**src/rtl/chnl_rx_frame_source.sv**
```systemverilog
// On-chip far end of the RIFFA RX channel: streams one decode frame (config word, then payload words
// read from a 1-cycle-latency source RAM) through a 2-entry prefetch buffer.
module chnl_rx_frame_source #(
  parameter int DATA_W = 128,
  parameter int ADDR_W = 15,
  parameter int CB_W   = 5
) (
  input  logic              clk_pcie,
  input  logic              RST,
  input  logic              start,
  input  logic [12:0]       code_length,
  input  logic [3:0]        iter_max,
  input  logic [31:0]       sys_words,
  input  logic [31:0]       tx_words,
  input  logic [CB_W-1:0]   cb_num,
  output logic              busy,
  output logic              done,
  output logic              src_rd,
  output logic [ADDR_W-1:0] src_addr,
  input  logic [DATA_W-1:0] src_data,
  output logic              CHNL_RX,
  input  logic              CHNL_RX_ACK,
  output logic              CHNL_RX_LAST,
  output logic [31:0]       CHNL_RX_LEN,
  output logic [30:0]       CHNL_RX_OFF,
  output logic [DATA_W-1:0] CHNL_RX_DATA,
  output logic              CHNL_RX_DATA_VALID,
  input  logic              CHNL_RX_DATA_REN
);

  typedef enum logic [1:0] {S_IDLE, S_REQ, S_STREAM, S_FINISH} state_t;

  state_t              r_state;
  state_t              w_state_next;
  logic [31:0]         r_w;
  logic [31:0]         r_len;
  logic [31:0]         r_sent;
  logic [31:0]         r_issued;
  logic [ADDR_W-1:0]   r_src_addr;
  logic                r_rd_pend;
  logic [DATA_W-1:0]   r_buf [0:1];
  logic                r_head;
  logic [1:0]          r_occ;

  logic                w_start_ok;
  logic                w_valid;
  logic                w_pop;
  logic                w_push;
  logic                w_tail;
  logic [2:0]          w_level;
  logic [31:0]         w_cb;
  logic [31:0]         w_t;
  logic [31:0]         w_w;
  logic [DATA_W-1:0]   w_cfg;

  assign w_cb  = {{(32-CB_W){1'b0}}, cb_num};
  assign w_t   = (w_cb << 2) + (w_cb << 1) + 32'd6;
  assign w_w   = 32'd1 + (sys_words << 1) + w_t;
  assign w_cfg = {tx_words, sys_words, 28'd0, iter_max, 19'd0, code_length};

  assign w_start_ok = (r_state == S_IDLE) && start && (sys_words != 32'd0);
  assign w_valid    = (r_state == S_STREAM) && (r_occ != 2'd0);
  assign w_pop      = w_valid && CHNL_RX_DATA_REN;
  assign w_push     = r_rd_pend;
  // Tail slot is head+occupancy; at occupancy 2 with a pop this is the slot being vacated.
  assign w_tail     = r_head ^ r_occ[0];
  // Reads in flight are counted against the buffer, crediting this cycle's pop to avoid bubbles.
  assign w_level    = {1'b0, r_occ} + {2'b00, r_rd_pend} - {2'b00, w_pop};
  assign src_rd     = ((r_state == S_REQ) || (r_state == S_STREAM)) &&
                      (w_level < 3'd2) && (r_issued < r_w - 32'd1);

  assign src_addr           = r_src_addr;
  assign CHNL_RX_LEN        = r_len;
  assign CHNL_RX_DATA       = r_buf[r_head];
  assign CHNL_RX_DATA_VALID = w_valid;
  assign CHNL_RX_LAST       = 1'b1;
  assign CHNL_RX_OFF        = 31'd0;

  always_ff @(posedge clk_pcie) begin
    if (RST) begin
      r_state <= S_IDLE;
    end else begin
      r_state <= w_state_next;
    end
  end

  always_comb begin
    w_state_next = r_state;
    busy         = 1'b0;
    done         = 1'b0;
    CHNL_RX      = 1'b0;
    case (r_state)
      S_IDLE: begin
        if (w_start_ok) w_state_next = S_REQ;
      end
      S_REQ: begin
        busy    = 1'b1;
        CHNL_RX = 1'b1;
        if (CHNL_RX_ACK) w_state_next = S_STREAM;
      end
      S_STREAM: begin
        busy    = 1'b1;
        CHNL_RX = 1'b1;
        if (w_pop && (r_sent == r_w - 32'd1)) w_state_next = S_FINISH;
      end
      S_FINISH: begin
        done         = 1'b1;
        w_state_next = S_IDLE;
      end
      default: w_state_next = S_IDLE;
    endcase
  end

  always_ff @(posedge clk_pcie) begin
    if (RST) begin
      r_w        <= 32'd0;
      r_len      <= 32'd0;
      r_sent     <= 32'd0;
      r_issued   <= 32'd0;
      r_src_addr <= '0;
      r_rd_pend  <= 1'b0;
      r_head     <= 1'b0;
      r_occ      <= 2'd0;
      r_buf[0]   <= '0;
      r_buf[1]   <= '0;
    end else begin
      r_rd_pend <= src_rd;
      if (w_start_ok) begin
        r_w        <= w_w;
        r_len      <= w_w << 2;
        r_sent     <= 32'd0;
        r_issued   <= 32'd0;
        r_src_addr <= '0;
        r_buf[0]   <= w_cfg;
        r_head     <= 1'b0;
        r_occ      <= 2'd1;
      end else begin
        if (src_rd) begin
          r_issued <= r_issued + 32'd1;
          // Address parks on the last payload word rather than running past it.
          if (r_issued + 32'd1 < r_w - 32'd1) r_src_addr <= r_src_addr + 1'b1;
        end
        if (w_pop) begin
          r_sent <= r_sent + 32'd1;
          r_head <= ~r_head;
        end
        if (w_push) r_buf[w_tail] <= src_data;
        r_occ <= r_occ - {1'b0, w_pop} + {1'b0, w_push};
      end
    end
  end

endmodule

```
**config.mk**
```make
export PLATFORM = sky130hd
export DESIGN_NAME = chnl_rx_frame_source
export DESIGN_NICKNAME = d
export VERILOG_FILES = /design/src/rtl/chnl_rx_frame_source.sv
export SDC_FILE = /design/constraint.sdc
export NUM_CORES = 1
export LEC_CHECK = 0
export ABC_AREA = 1
export CORE_ASPECT_RATIO = 1.2
export CORE_UTILIZATION = 45
export DETAILED_ROUTE_END_ITERATION = 6
export GPL_TIMING_DRIVEN = 0
export HOLD_SLACK_MARGIN = 0.06
export PLACE_DENSITY = 0.69
export SYNTH_ARGS = -nofsm -noshare
export SYNTH_HDL_FRONTEND = slang
export SYNTH_SLANG_ARGS = --single-unit
```
**constraint.sdc**
```tcl
create_clock -name clk_pcie -period 9.95 [get_ports clk_pcie]
set_input_delay 2.4875 -clock clk_pcie [delete_from_list [all_inputs] [get_ports clk_pcie]]
set_output_delay 2.4875 -clock clk_pcie [all_outputs]
set_load 0.1 [all_outputs]
```
# After elaboration in Yosys (flattened, before gate mapping)
# Memories as Yosys holds them, arrays and structs flattened. A register that Yosys moved wholly into a read port is not among the register bits.
# Index checks and enable logic that the tools add are counted.
[word_totals]
ff_bits = 147
mem_bits_rw = 256
in_bits = 219
out_inout_bits = 212
wordCells = 74
memories = 1
[mem_list]
columns = ["memory", "depth", "word_bits", "read_ports", "rd_ports_with_merged_regs", "wr", "line", "rtl"]
rows = [
  ["r_buf", 2, 128, 1, 1, 2, "41", "logic [DATA_W-1:0] r_buf [0:1];"],
]
[op_classes]
add_sub_neg = 12
magnitude_cmp = 3
n_eq_ne = 7
muxes = 22
n_bitwise = 3
reduce_logical = 16
[ops]
columns = ["op", "count"]
rows = [
  ["$mux 128", 2],
  ["$reduce_or 128->1", 1],
  ["$add 32x1->32 const B", 2],
  ["$lt 32x32->1", 2],
  ["$add 1x32->32 const A", 1],
  ["$add 32x9->32", 1],
  ["$eq 32x32->1", 1],
  ["$reduce_bool 32->1", 1],
  ["$sub 32x1->32 const B", 1],
  ["$mux 1", 16],
  ["$add 15x1->15 const B", 1],
  ["$add 8x3->9 const B", 1],
  ["$add 7x6->8", 1],
  ["$pmux 2 s4", 1],
  ["$logic_and 1x1->1", 7],
  ["$mux 2", 3],
  ["$eq 2x2->1 const B", 2],
  ["$ne 2x2->1 const B", 2],
  ["$reduce_or 2->1", 2],
  ["$add 2x1->3", 1],
  ["$lt 3x2->1 const B", 1],
  ["$reduce_and 3->1", 1],
  ["$sub 3x1->3", 1],
  ["$add 2x1->2", 1],
  ["other kinds (10)", 10],
]

# Logic depth before layout (Yosys ltp)
[depth]
depth_word = 8
ltp_mapped = 24
mapped_depth_nobuf = 24

# Worst setup path before layout
# Ideal clock, no wire load.
[synth_timing]
path_kind = "input to output"
from = "input CHNL_RX_DATA_REN"
to = "output src_rd"
arrival_time_ns = 4.867
required_time_ns = 7.463
setup_slack_ns = 2.596
cell_stages = 15
path_buffers = 1
cell_sequence = "nand2_1 > inv_2 > ha_1 > inv_1 > ha_1 > inv_1 > fa_1 > inv_1 > o21ai_0 > a21oi_1 > nand4_1 > nor2_1 > nand2_2 > a21oi_4 > buf_2"
[synth_via]
elab_chain_len = 5
[synth_lines]
columns = ["item", "line", "rtl"]
rows = [
  ["start, declared", "28", "input logic CHNL_RX_DATA_REN"],
  ["$logic_and 1x1->1", "63", "assign w_pop = w_valid && CHNL_RX_DATA_REN;"],
  ["via w_pop", "47", "logic w_pop;"],
  ["$sub 3x1->3", "68", "assign w_level = {1'b0, r_occ} + {2'b00, r_rd_pend} - {2'b00, w_pop};"],
  ["$lt 3x2->1", "70", "(w_level < 3'd2) && (r_issued < r_w - 32'd1);"],
  ["$logic_and 1x1->1", "69", "assign src_rd = ((r_state == S_REQ) || (r_state == S_STREAM)) &&"],
  ["$logic_and 1x1->1", "70", ""],
  ["end, declared", "18", "output logic src_rd,"],
]
# The timed path passes the listed nets, and every way through them passes these cells.

# Worst setup path after layout
# Same ends and word-level chain as after synthesis.

==> metrics.cfg <==
[pwr]
leakage_nw = 12.0
cellPowerDensity_nw_per_um2 = 287
vdd_ir_drop_max_mv = 0.362

[cts]
clk_latency_ns = 0.57
htreeDepth = 2
clk_pin_slew_ns = 0.05
hold_buffers = 0
cts_resized = 0
cts_tree = built
post_cts_buffers = 0
cts_buffer_depth = 3
clockRootBuffer = clkbuf_16
clkSinkCount = 374
cts_buffers = 41

[timing]
fin_skew_ns = 0.0212
rsz0062_at_grt = false
finalSetupViolations = 0
tightest_slew_ns = 1.19
max_freq_ghz = 0.105
setup_slack_ns = 0.403
period_needed_ns = 9.55
hold_viol = 0
max-slew-margin-rel_pct = 20.1
post-route-period-util_pct = 96.0
slew_violations = 0

[synth]
yosys.area.top_type_share_pct = 34.6
synth_flop_cell = edfxtp_1
async_reset_ff_share_pct = 0
syn_avg_cell_area_sq_um = 8.90
synth-seq-cells = 374
yosysTopAreaCell = edfxtp_1
synth_cell_types = 60
ys_warn_count = 0
seq_area_frac_synth_pct = 45.2
synth_edf_count = 256
netlist_instances = 2499
synth_area_sq_um = 22200
synth_area_leaders = edfxtp_1 (35%), dfxtp_1 (11%), nand2_1 (6.6%), inv_1 (6.6%), mux2_2 (6.5%)

[placement]
place_hpwl_microns = 57900
placed_area_sq_um = 27200
pre_cts_ws_ns = 0.384
io_buffer_count = 395
routabilityCongestion = 0.962
post-place-cells = 3560

[worst_setup_path]
cp.required_ns = 7.46
r2r_slack_ns = 5.28
r2r_end = src_addr[10]
critPathLaunch = CHNL_RX_DATA_REN
critPathMaxFanout = 10
worstSetupPathType = in2out
critical_path.endpoint_type = primary output
reg2reg_from = r_issued[0]
arrival_ns = 7.06
cp-start-kind = input port
ff2ff_path_depth = 22
endpoint = src_rd

[floorplan]
core_area_sq_um = 48400
die_h_microns = 246
rows = 88
die_area_sq_um = 50300
start_util_pct = 45.9
die_w_microns = 205
pin_count = 431

[routing]
drt-total-wl_microns = 74700
drtIter0Drc = 1163
antenna_left = 0
drc = 0
vias = 19300
wire_per_inst_microns = 20.5
via_per_inst = 5.31
firstDrtPassIters = 5

[finish]
drive_gt1_share_pct = 13.1
area_delta_synth_final_pct = 28.2
nets = 3281
final_area_sq_um = 28500
final_cells = 3641

[run_status]
status = completed

[grt]
antenna_found_initial = 15
grt_first_pass_wirelength_microns = 111000
groute.usage.overall_pct = 29.0
grt_max_degree = 61
grt_pass1_vias = 19300
grt_overflow_total = 0

[job]
maxCapViolCount = 0

[hold_path]
hold_class = reg2reg

-- metrics by stage --
| stage | setup TNS, ns | power, mW | util (%) | hold WS (ns) |
|---|---|---|---|---|
| floorplan | 0 | 5.44 | - | 0.446 |
| global placement | -239.80 | 6.65 | 55.9 | 0.466 |
| detailed placement | 0 | 6.71 | 56.2 | 0.483 |
| CTS | 0 | 8.21 | 58.8 | 0.499 |
| global route | 0 | 8.59 | 58.8 | 0.520 |
| finish | 0 | 8.19 | 58.8 | 0.492 |
-- layout make-up --
class | instances | area (sq um)
antenna | 8 | 20.0
buffer | 164 | 990
clock buffer | 54 | 1080
clock inverter | 19 | 173
fill | 4228 | 19900
inverter | 395 | 1490
multi-input combinational | 1598 | 9850
sequential | 374 | 10000
tap | 630 | 788
timing repair buffer | 399 | 4060
-- cells in the mapped netlist, types with 68 or more instances --
cell type  count
a21oi_1       84
o211ai_1      81
dfxtp_1      118
mux2_2       128
nand3_1       89
inv_1        391
nor3_1       148
nor2_1       201
nand2_1      393
edfxtp_1     256
ha_1          83
buf_4         68
o21ai_0       72
-- kinds of logic (layout without fill, tap and decap cells) --
| family | count (synthesis) | count (layout) | synth area share [%] |
|---|---|---|---|
| xor gates and xnor gates | 74 | 74 | 3.04 |
| muxes | 128 | 128 | 6.48 |
| and+or+nand+nor | 965 | 965 | 20.0 |
| AOI/OAI and AO/OA | 308 | 308 | 8.91 |
| buffers and inverters | 559 | 1031 | 11.1 |
| other | 2 | 42 | 0.0338 |
| adders and majority gates | 89 | 89 | 5.21 |
| DFF | 374 | 374 | 45.2 |
-- flip-flops by register name, summed over array words and instances (netlist names), named ones only --
name and cells:
r_issued 32, src_addr 15, r_occ 2, r_sent 32, r_w 32, r_rd_pend 1, r_state 2, r_head 1
r_buf 256
-- worst min-delay path by stage --
stage / from / endpoint / cells past startpoint
final: r_sent[2] / r_sent[2] / 1
after global routing: r_sent[2] / r_sent[2] / 1
after CTS: r_sent[31] / r_sent[31] / 2
after detailed placement: r_sent[2] / r_sent[2] / 1
after global placement: r_sent[2] / r_sent[2] / 1
after floorplan: r_sent[31] / r_sent[31] / 2
-- worst max-delay path, stage by stage --
cell and delay, ns:
clkdlybuf4s50_1 0.46, nand2_1 0.34, inv_2 0.36, ha_1 0.29, inv_1 0.06, ha_1 0.13, inv_1 0.05, fa_1 0.35
inv_1 0.08, o21ai_0 0.07, a21oi_1 0.12, nand4_1 0.14, nor2_1 0.19, nand2_2 0.09, a21oi_4 0.30, buf_2 0.33
clkdlybuf4s50_1 1.19
-- layout by cell type (no fill, tap or decap), types with 4 or more instances in the layout --
| master | netlist | final |
|---|---|---|
| clkdlybuf4s50_1 | 0 | 395 |
| nand2_1 | 393 | 391 |
| inv_1 | 391 | 391 |
| edfxtp_1 | 256 | 256 |
| nor2_1 | 201 | 201 |
| nor3_1 | 148 | 148 |
| mux2_2 | 128 | 128 |
| dfxtp_1 | 118 | 118 |
| nand3_1 | 89 | 89 |
| a21oi_1 | 84 | 84 |
| ha_1 | 83 | 83 |
| o211ai_1 | 81 | 81 |
| o21ai_0 | 72 | 72 |
| buf_4 | 68 | 68 |
| clkbuf_1 | 50 | 62 |
| xor2_1 | 61 | 61 |
| clkbuf_16 | 0 | 41 |
| nand4_1 | 38 | 38 |
| conb_1 | 2 | 34 |
| buf_2 | 32 | 32 |
| nor3_2 | 32 | 32 |
| nor4_1 | 19 | 19 |
| o22ai_1 | 17 | 17 |
| nand2_2 | 13 | 13 |
| xnor2_1 | 11 | 11 |
| o21bai_2 | 10 | 10 |
| a21oi_2 | 10 | 10 |
| buf_6 | 9 | 9 |
| diode_2 | 0 | 8 |
| clkinv_1 | 0 | 8 |
| nor2_2 | 7 | 7 |
| o21bai_1 | 7 | 7 |
| nand2_4 | 4 | 6 |
| fa_1 | 6 | 6 |
| o21ai_1 | 5 | 5 |
| clkinv_2 | 1 | 5 |
| a211oi_1 | 4 | 4 |
| buf_1 | 4 | 4 |
| a211oi_2 | 4 | 4 |
| buf_16 | 0 | 4 |
-- power by group --
group          internal [mW]  switching [mW]
Combinational           1.25            3.31
Sequential              1.96           0.169
Clock                  0.845           0.645
Total                   4.06            4.13
-- layer usage --
metal,track usage (%),part of all wire (%),vias up
met2,52.1,50,724
li1,-,-,9257
met3,6.37,7.8,179
met4,14.5,4.9,16
met1,32.0,37,9143
met5,0,0.14,-
Power figures use the tool's default switching activity.
